==> src/rtl/pipe_ctrl_pkg.sv <==
// Shared definitions for the pipeline hazard/control slice.
// Contents:
//   REG_ADDR_W   - register-file address width
//   div_state_t  - divide occupancy FSM states (IDLE, BUSY, DONE)
//   strobe_t     - write-enable / flush bundle for PC and the four pipeline registers
//   STROBE_NONE / STROBE_DEFAULT - all-off and no-hazard strobe bundles
package pipe_ctrl_pkg;

  localparam int REG_ADDR_W = 5;

  typedef enum logic [1:0] {
    IDLE = 2'd0,
    BUSY = 2'd1,
    DONE = 2'd2
  } div_state_t;

  typedef struct packed {
    logic pc_we;
    logic ifid_we;
    logic idex_we;
    logic exmem_we;
    logic memwb_we;
    logic ifid_flush;
    logic idex_flush;
    logic exmem_flush;
    logic memwb_flush;
  } strobe_t;

  localparam strobe_t STROBE_NONE = '0;

  localparam strobe_t STROBE_DEFAULT = '{
    pc_we: 1'b1, ifid_we: 1'b1, idex_we: 1'b1, exmem_we: 1'b1, memwb_we: 1'b1,
    ifid_flush: 1'b0, idex_flush: 1'b0, exmem_flush: 1'b0, memwb_flush: 1'b0
  };

endpackage

==> src/rtl/div_stall_fsm.sv <==
// Divide occupancy tracker for the EX stage.
// Parameters:
//   DIV_CYCLES     - extra EX cycles a divide needs (>= 1)
// Ports:
//   clk            - clock, all state on rising edge
//   rst_n          - synchronous active-low reset
//   ex_div_start   - instruction in EX is a divide
//   mem_stall_req  - data memory not ready
//   div_busy       - divide is holding EX this cycle (combinational)
//   state          - current FSM state
module div_stall_fsm
  import pipe_ctrl_pkg::*;
#(
  parameter int DIV_CYCLES = 32
) (
  input  logic       clk,
  input  logic       rst_n,
  input  logic       ex_div_start,
  input  logic       mem_stall_req,
  output logic       div_busy,
  output div_state_t state
);

  localparam int CNT_W = $clog2(DIV_CYCLES + 1);
  // The start cycle itself is one busy cycle, so BUSY covers DIV_CYCLES more.
  localparam logic [CNT_W-1:0] CNT_LOAD = CNT_W'(DIV_CYCLES - 1);

  div_state_t       state_reg, state_next;
  logic [CNT_W-1:0] cnt_reg, cnt_next;

  always_ff @(posedge clk) begin
    if (!rst_n) begin
      state_reg <= IDLE;
      cnt_reg   <= '0;
    end else begin
      state_reg <= state_next;
      cnt_reg   <= cnt_next;
    end
  end

  always_comb begin
    state_next = state_reg;
    cnt_next   = cnt_reg;
    case (state_reg)
      IDLE: begin
        // A stalled memory stage keeps the divide from being accepted yet.
        if (ex_div_start && !mem_stall_req) begin
          state_next = BUSY;
          cnt_next   = CNT_LOAD;
        end
      end
      BUSY: begin
        // The divider keeps working even while memory stalls the pipe.
        if (cnt_reg == '0) begin
          state_next = DONE;
        end else begin
          cnt_next = cnt_reg - 1'b1;
        end
      end
      DONE: begin
        // Result is ready; leave only once the divide can actually advance.
        if (!mem_stall_req) begin
          state_next = IDLE;
        end
      end
      default: begin
        state_next = IDLE;
        cnt_next   = '0;
      end
    endcase
  end

  assign div_busy = rst_n && (((state_reg == IDLE) && ex_div_start) || (state_reg == BUSY));
  assign state    = state_reg;

endmodule

==> src/rtl/hazard_ctrl.sv <==
// Pipeline hazard and control unit: write-enable and flush strobes for the PC
// and the IF/ID, ID/EX, EX/MEM and MEM/WB registers.
// Priority (highest first): memory stall, divide busy, taken branch, load-use.
// Optional macro HAZARD_PERF_EN builds the stall_cycles / flush_count
// counters; without it both outputs are tied to zero.
// Parameters:
//   DIV_CYCLES - extra EX occupancy cycles of a divide (>= 1)
// Ports:
//   Clk, Rst_n                    - clock, synchronous active-low reset
//   id_rs1/2, id_rs1/2_used       - sources of the instruction in ID
//   ex_rd, ex_mem_read            - destination / load flag of EX instruction
//   ex_branch_taken, ex_div_start - EX redirect and divide indications
//   mem_stall_req                 - data memory not ready
//   *_we, *_flush                 - pipeline register strobes
//   div_busy                      - divide occupying EX
//   stall_cycles, flush_count     - performance counters
module hazard_ctrl
  import pipe_ctrl_pkg::*;
#(
  parameter int DIV_CYCLES = 32
) (
  input  logic                  Clk,
  input  logic                  Rst_n,
  input  logic [REG_ADDR_W-1:0] id_rs1,
  input  logic [REG_ADDR_W-1:0] id_rs2,
  input  logic                  id_rs1_used,
  input  logic                  id_rs2_used,
  input  logic [REG_ADDR_W-1:0] ex_rd,
  input  logic                  ex_mem_read,
  input  logic                  ex_branch_taken,
  input  logic                  ex_div_start,
  input  logic                  mem_stall_req,
  output logic                  pc_we,
  output logic                  ifid_we,
  output logic                  idex_we,
  output logic                  exmem_we,
  output logic                  memwb_we,
  output logic                  ifid_flush,
  output logic                  idex_flush,
  output logic                  exmem_flush,
  output logic                  memwb_flush,
  output logic                  div_busy,
  output logic [31:0]           stall_cycles,
  output logic [31:0]           flush_count
);

  div_state_t div_state;
  strobe_t    strobe;
  logic       load_use;

  // Once a divide has been accepted, the start flag is just the same
  // instruction sitting frozen in EX, so only IDLE may see it.
  div_stall_fsm #(
    .DIV_CYCLES(DIV_CYCLES)
  ) u_div_fsm (
    .clk          (Clk),
    .rst_n        (Rst_n),
    .ex_div_start (ex_div_start && (div_state == IDLE)),
    .mem_stall_req(mem_stall_req),
    .div_busy     (div_busy),
    .state        (div_state)
  );

  // x0 is hardwired, so a load into it never creates a dependency.
  assign load_use = ex_mem_read && (ex_rd != '0) &&
                    ((id_rs1_used && (id_rs1 == ex_rd)) ||
                     (id_rs2_used && (id_rs2 == ex_rd)));

  always_comb begin
    strobe = STROBE_DEFAULT;
    if (!Rst_n) begin
      strobe = STROBE_NONE;
    end else if (mem_stall_req) begin
      // Freeze everything up to MEM; WB receives a bubble.
      strobe.pc_we       = 1'b0;
      strobe.ifid_we     = 1'b0;
      strobe.idex_we     = 1'b0;
      strobe.exmem_we    = 1'b0;
      strobe.memwb_flush = 1'b1;
    end else if (div_busy) begin
      // Freeze the front end and EX; MEM receives a bubble.
      strobe.pc_we       = 1'b0;
      strobe.ifid_we     = 1'b0;
      strobe.idex_we     = 1'b0;
      strobe.exmem_flush = 1'b1;
    end else if (ex_branch_taken) begin
      // Wrong-path IF and ID instructions are discarded, which also
      // makes any load-use match in ID irrelevant.
      strobe.ifid_flush = 1'b1;
      strobe.idex_flush = 1'b1;
    end else if (load_use) begin
      strobe.pc_we      = 1'b0;
      strobe.ifid_we    = 1'b0;
      strobe.idex_flush = 1'b1;
    end
  end

  assign pc_we       = strobe.pc_we;
  assign ifid_we     = strobe.ifid_we;
  assign idex_we     = strobe.idex_we;
  assign exmem_we    = strobe.exmem_we;
  assign memwb_we    = strobe.memwb_we;
  assign ifid_flush  = strobe.ifid_flush;
  assign idex_flush  = strobe.idex_flush;
  assign exmem_flush = strobe.exmem_flush;
  assign memwb_flush = strobe.memwb_flush;

`ifdef HAZARD_PERF_EN
  logic [31:0] stall_cycles_reg;
  logic [31:0] flush_count_reg;

  // Both counters wrap naturally at 2^32.
  always_ff @(posedge Clk) begin
    if (!Rst_n) begin
      stall_cycles_reg <= '0;
      flush_count_reg  <= '0;
    end else begin
      if (!strobe.pc_we) begin
        stall_cycles_reg <= stall_cycles_reg + 32'd1;
      end
      if (strobe.ifid_flush || strobe.idex_flush || strobe.exmem_flush || strobe.memwb_flush) begin
        flush_count_reg <= flush_count_reg + 32'd1;
      end
    end
  end

  assign stall_cycles = stall_cycles_reg;
  assign flush_count  = flush_count_reg;
`else
  assign stall_cycles = '0;
  assign flush_count  = '0;
`endif

endmodule

==> config.mk <==
export PLATFORM = sky130hd
export DESIGN_NAME = hazard_ctrl
export DESIGN_NICKNAME = d
export VERILOG_FILES = /design/src/rtl/pipe_ctrl_pkg.sv /design/src/rtl/div_stall_fsm.sv /design/src/rtl/hazard_ctrl.sv
export SDC_FILE = /design/constraint.sdc
export NUM_CORES = 1
export LEC_CHECK = 0
export BUFFER_PORTS_ARGS = -buffer_cell sky130_fd_sc_hd__buf_2
export CAP_MARGIN = 25
export CORE_ASPECT_RATIO = 1.1
export CORE_MARGIN = 10
export CORE_UTILIZATION = 41
export CTS_BUF_LIST = sky130_fd_sc_hd__clkbuf_4
export DETAILED_ROUTE_END_ITERATION = 12
export PLACE_DENSITY_LB_ADDON = 0.1
export SLEW_MARGIN = 20
export SYNTH_ARGS = -nofsm -noshare
export SYNTH_HDL_FRONTEND = slang
export SYNTH_HIERARCHICAL = 1
export SYNTH_SLANG_ARGS = --single-unit
==> constraint.sdc <==
create_clock -name Clk -period 2.33 [get_ports Clk]
set_input_delay 0.5825 -clock Clk [delete_from_list [all_inputs] [get_ports Clk]]
set_output_delay 0.5825 -clock Clk [all_outputs]
set_load 0.005 [all_outputs]
======== Yosys cells after proc, flatten, opt, wreduce, memory -nomap -nowiden ========
Cells that the tools add are included.
storage, ports and cells
  register bits after elaboration ......... 8
  bits of input ports ..................... 23
  output and inout port bits .............. 74
  logic and storage cells ................. 51
operators by class
  add/sub/neg operators ................... 1
  equal/unequal tests ..................... 8
  multiplexer cells ....................... 23
  bitwise gates (word level) .............. 1
  reductions and logical operators ........ 16
operators with widths
  operator                                                             count
  6-bit one-hot mux with 3 select lines                                1
  2-bit two-way mux                                                    7
  6-bit two-way mux                                                    2
  5-bit == test                                                        2
  1-bit logical AND                                                    8
  1-bit two-way mux                                                    8
  4-bit two-way mux                                                    2
  6-bit logical NOT                                                    1
  3-bit two-way mux                                                    2
  2-bit one-hot mux with 3 select lines                                1
  3-bit AND reduction                                                  2
  6-bit by 1-bit subtractor with 6-bit output (second input constant)  1
  5-bit nonzero test                                                   1
  2-bit by 1-bit != test with 1-bit output (second input constant)     2
  2-bit != test (second input constant)                                2
  2-bit by 1-bit == test with 1-bit output (second input constant)     1
  2-bit == test (second input constant)                                1
  2-bit logical NOT                                                    1
  1-bit logical OR                                                     2
  1-bit logical NOT                                                    1
  1-bit inverter                                                       1

======== Logic depth before layout (Yosys ltp) ========
  depth in word-level cells ............... 9
  gate-level depth with buffers ........... 6
  gate-level depth less buffers ........... 6

======== Modules after synthesis ========
The synthesis kept the hierarchy.
by module, submodules not included
  module         times used  cells each  area an instance (um2)  sequential area each (um2)
  hazard_ctrl    1           92          696.9                   0.0
  div_stall_fsm  1           55          531.8                   160.2

======== Worst setup path after synthesis ========
OpenSTA, ideal clock, no wires.
  kind .................................... input to output
  from .................................... input ex_div_start
  to ...................................... output idex_flush
  arrival ................................. 1.614 ns
  data required time ...................... 1.747 ns
  path slack .............................. 0.133 ns
  stages on the path ...................... 6
  path buffers ............................ 0
  cells stage by stage .................... nor3b_1 > nor2_1 > nor2_1 > and2b_1 > and2_1 > o21bai_1
on the way
  cells in the longest elaborated chain, start to end .. 7
ends and longest elaborated chain
  element            RTL line             text
  start, declared    hazard_ctrl.sv:31    input logic ex_div_start,
  1-bit logical AND  hazard_ctrl.sv:58    .ex_div_start (ex_div_start && (div_state == IDLE)),
  1-bit logical AND  div_stall_fsm.sv:73  assign div_busy = rst_n && (((state_reg == IDLE) && ex_div_start) || (state_reg == BUSY));
  1-bit logical OR   div_stall_fsm.sv:73
  1-bit logical AND  div_stall_fsm.sv:73
  via div_busy       hazard_ctrl.sv:42    output logic div_busy,
  2-bit two-way mux  hazard_ctrl.sv:80    end else if (div_busy) begin
  3-bit two-way mux  hazard_ctrl.sv:73    end else if (mem_stall_req) begin
  4-bit two-way mux  hazard_ctrl.sv:71    if (!Rst_n) begin
  end, declared      hazard_ctrl.sv:39    output logic idex_flush,
The timed path passes the listed nets, and every way through them passes these cells.

======== Worst setup path in the final report ========
  from .................................... input id_rs1[3]
  to ...................................... output pc_we
on the way
  cells in the longest elaborated chain, start to end .. 9
ends and longest elaborated chain
  element            RTL line           text
  start, declared    hazard_ctrl.sv:24  input logic [REG_ADDR_W-1:0] id_rs1,
  5-bit == test      hazard_ctrl.sv:66  ((id_rs1_used && (id_rs1 == ex_rd)) ||
  1-bit logical AND  hazard_ctrl.sv:66
  1-bit logical OR   hazard_ctrl.sv:66
  1-bit logical AND  hazard_ctrl.sv:65  assign load_use = ex_mem_read && (ex_rd != '0) &&
  2-bit two-way mux  hazard_ctrl.sv:91  end else if (load_use) begin
  2-bit two-way mux  hazard_ctrl.sv:86  end else if (ex_branch_taken) begin
  2-bit two-way mux  hazard_ctrl.sv:80
  3-bit two-way mux  hazard_ctrl.sv:73
  4-bit two-way mux  hazard_ctrl.sv:71
  end, declared      hazard_ctrl.sv:33  output logic pc_we,
No other way between the ends.

==> results.txt <==
----------------------------------------------------
[Floorplan]
  Die boundary height ... a little under 80 um
  # IOs ... 97
  Site row count ... 20
  Placeable Area ... between 2000 and 3000 um^2
  Starting Density ... a little over two fifths
  Die Area ... around 5600 um^2
  Width of the die ... 72.20 um

[STA]
  Setup TNS Final ... 0 ps
  Final setup viols ... 0
  Number of max-slew violations in the final report ... 0
  Setup repair after global routing missed its margin ... yes
  Worst Clk Skew ... approximately 0.59 ps
  Clock period minus final worst setup slack ... ~2300 ps
  Share of the clock period used by the worst path after layout ... 99.51%
  Maximum clock frequency ... about 0.43 GHz
  WHS ... around 500 ps
  Min setup slack post-route ... between 10 and 15 ps
  Final Hold Vio Count ... 0

[GRT]
  Number of antenna violations at the first check in global routing ... 0
  Number of global-route vias before repair ... between 900 and 1000
  Global-route usage over all layers ... about a tenth
  Maximum number of pins on one net before global-route repair ... 12
  Congestion Overflow GR ... 0
  First-pass GRT wire length ... about 4.5 mm

[Final layout]
  Net count reported at finish ... around 210
  Count of fill cells added during filler insertion ... around 280
  Fraction of layout cells with a size suffix above 1 ... ~34%
  Antenna diodes ... 0
  Synthesis-to-finish area growth ... 8.351%
  Final std cell area, no fill ... 1331 um^2
  Max reg flops ... 6

[Detailed routing]
  DR WL/cell ... ~14 um
  Post-Route WL ... ~3.0 mm
  Detailed-routing iteration count for the pre-antenna-repair pass ... 4
  DRT antenna net count ... 0
  DRT iter0 DRCs ... 12
  Residual DRC ... 0
  DR vias ... around 900
  Vias per std cell ... between 4 and 5

[Synthesis]
  Mean instance size in the synthesized netlist ... 8.358 um^2
  Commonest cells post-synth ... buf_4, dfxtp_1, xor2_1
  Flip-flop and latch count after synthesis ... 8
  Cell type contributing the most total cell area after synthesis ... buf_4
  Netlist cell types ... approximately 50
  Share of async-settable or async-resettable flops after synthesis ... 0%
  Cells after synthesis ... around 150
  Most repeated cell in the gate-level netlist after synthesis ... buf_4
  Top flip-flop cell by instance count after synthesis ... dfxtp_1
  Share of the synthesized area in the top cell type ... between 40% and 50%
  Warning count from the yosys run ... 6
  Top cells by area in the synthesized netlist ... buf_4, dfxtp_1, xor2_1, o221ai_4, ha_1
  Post-Syn Area ... 1229 um^2
  Number of enable-type register cells in the synthesized netlist ... 0
  Fraction of the yosys area taken by sequential cells ... between 10% and 20%

[Clock tree]
  Max Root-Sink Buffers ... 2
  Library cell used as clock root buffer ... clkbuf_4
  CTS tree ... built
  Clock buffers created by TritonCTS ... 3
  Clk Latency, worst-skew pair ... 250 ps
  Number of sinks on the clock net ... 8
  H-tree level count ... 1
  Clock transition at the registers of the reported paths ... 50 ps

[Critical path]
  Number of cells traversed by the worst register-to-register path ... 5
  Classification of the worst setup path ... in -> out
  Worst endpoint required time ... 1750 ps
  Peak fanout along the critical path ... 2
  Setup slack, reg-to-reg ... ~560 ps
  Data arrival time at the worst-slack endpoint ... about 1700 ps
  Launching point of the worst reg2reg path ... u_div_fsm/state[0]
  Type of destination of the critical path ... output port
  Endpoint of the worst register-to-register path ... u_div_fsm/cnt_reg[4]
  Category of the worst setup path launch point ... input pin

[Placement]
  Cell area after placement ... about 1200 um^2
  RePlAce Congestion ... approximately 0.80
  Detail Placement HPWL ... roughly 2.6 mm
  Pre-CTS worst setup slack ... -84.55 ps
  Number of port buffers ... 32

[Power]
  Maximum vdd ir drop ... between 0.0003 and 0.0004 V
  Leakage ... about 0.70 nW
  Post-layout total power ... 0.0005971 W
  Total power density per cell area ... about 450 nW/um^2

[Hold path]
  Worst Hold Launch ... u_div_fsm/cnt_reg[0]
  Hold path depth ... 2
  Endpoint of the worst hold path ... u_div_fsm/cnt_reg[0]
  Worst min path class ... reg -> reg

[Status]
  Outcome ... finished clean

[Run]
  Maxcap violations ... 0

----------------------------------------------------
## through the flow
stage	util, %	std cells
after floorplan	-	210
after global placement	42.48	213
after detailed placement	42.48	213
after CTS	44.16	216
after global routing	47.08	218
final	47.08	218
## per-layer routing
metal  GRT usage [%]  vias to the layer above  wire, um
met4           4.070                        0        15
met2           15.59                       59      1509
met1           9.170                      414      1020
met3           5.725                        2       472
met5               0                        -         0
li1                -                      435         -
## critical path, cell delays in order
cell and delay, ps:
buf_6 100, xor2_2 160, nor4_2 270, a32oi_1 160
o31a_1 330, buf_2 140
## cell families after synthesis
logic type	share of synthesized area, %
flops	13.03
fa+ha+maj	2.036
xor+xnor	7.129
simple gates	19.55
mux	0.8147
compound gates	14.97
other cells	0.3052
buf+inv	42.16
## where the power goes
part           switching, W  total [W]  internal (W)  leakage (nW)
clock network     0.0000477   0.000107     0.0000590        0.0138
registers         0.0000252   0.000186      0.000161        0.0664
logic              0.000157   0.000304      0.000147         0.620
## cells in the final DEF, fill, tap and decap left out, types with 2 or more instances in the layout
master	Yosys	layout
a21o_1	2	2
a31oi_1	2	2
and2_1	3	3
buf_2	0	26
buf_4	67	6
buf_6	0	7
clkbuf_4	0	3
conb_1	1	64
dfxtp_1	8	7
ha_1	2	2
inv_1	3	3
nand2_1	3	3
nand2b_1	2	2
nand3_1	2	2
nor2_1	3	2
nor2b_1	2	2
nor4_2	1	2
o21a_1	2	2
or3b_1	2	2
xnor2_1	2	2
xor2_1	8	4
xor2_2	0	4
## how the worst max path moves through the flow
stage | to | slack, ps | cells after the start | from
CTS | pc_we | -10 | 6 | id_rs1[1]
finish | pc_we | 10 | 6 | id_rs1[3]
detailed placement | idex_flush | -80 | 9 | ex_div_start
floorplan | idex_flush | 130 | 6 | ex_div_start
global route | ifid_we | -20 | 6 | id_rs1[3]
global placement | idex_flush | -20 | 8 | ex_div_start
## layout make-up
| class | instances | area [um^2] | area share [%] |
|---|---|---|---|
| repair buffers | 39 | 254.0 | 19.08 |
| well taps | 33 | 41.29 | 3.101 |
| multi-input cells | 131 | 837.1 | 62.88 |
| inverters | 4 | 15.01 | 1.128 |
| clock buffers | 3 | 22.52 | 1.692 |
| flip-flops and latches | 8 | 161.4 | 12.12 |
## repair_timing
item,CTS,global route
gates resized for setup,5,16
setup buffers,0,2
pin swaps,5,8
endpoints found under the setup margin,3,3
hold buffers,0,0
No activity file was read; power rests on OpenSTA's default activity.
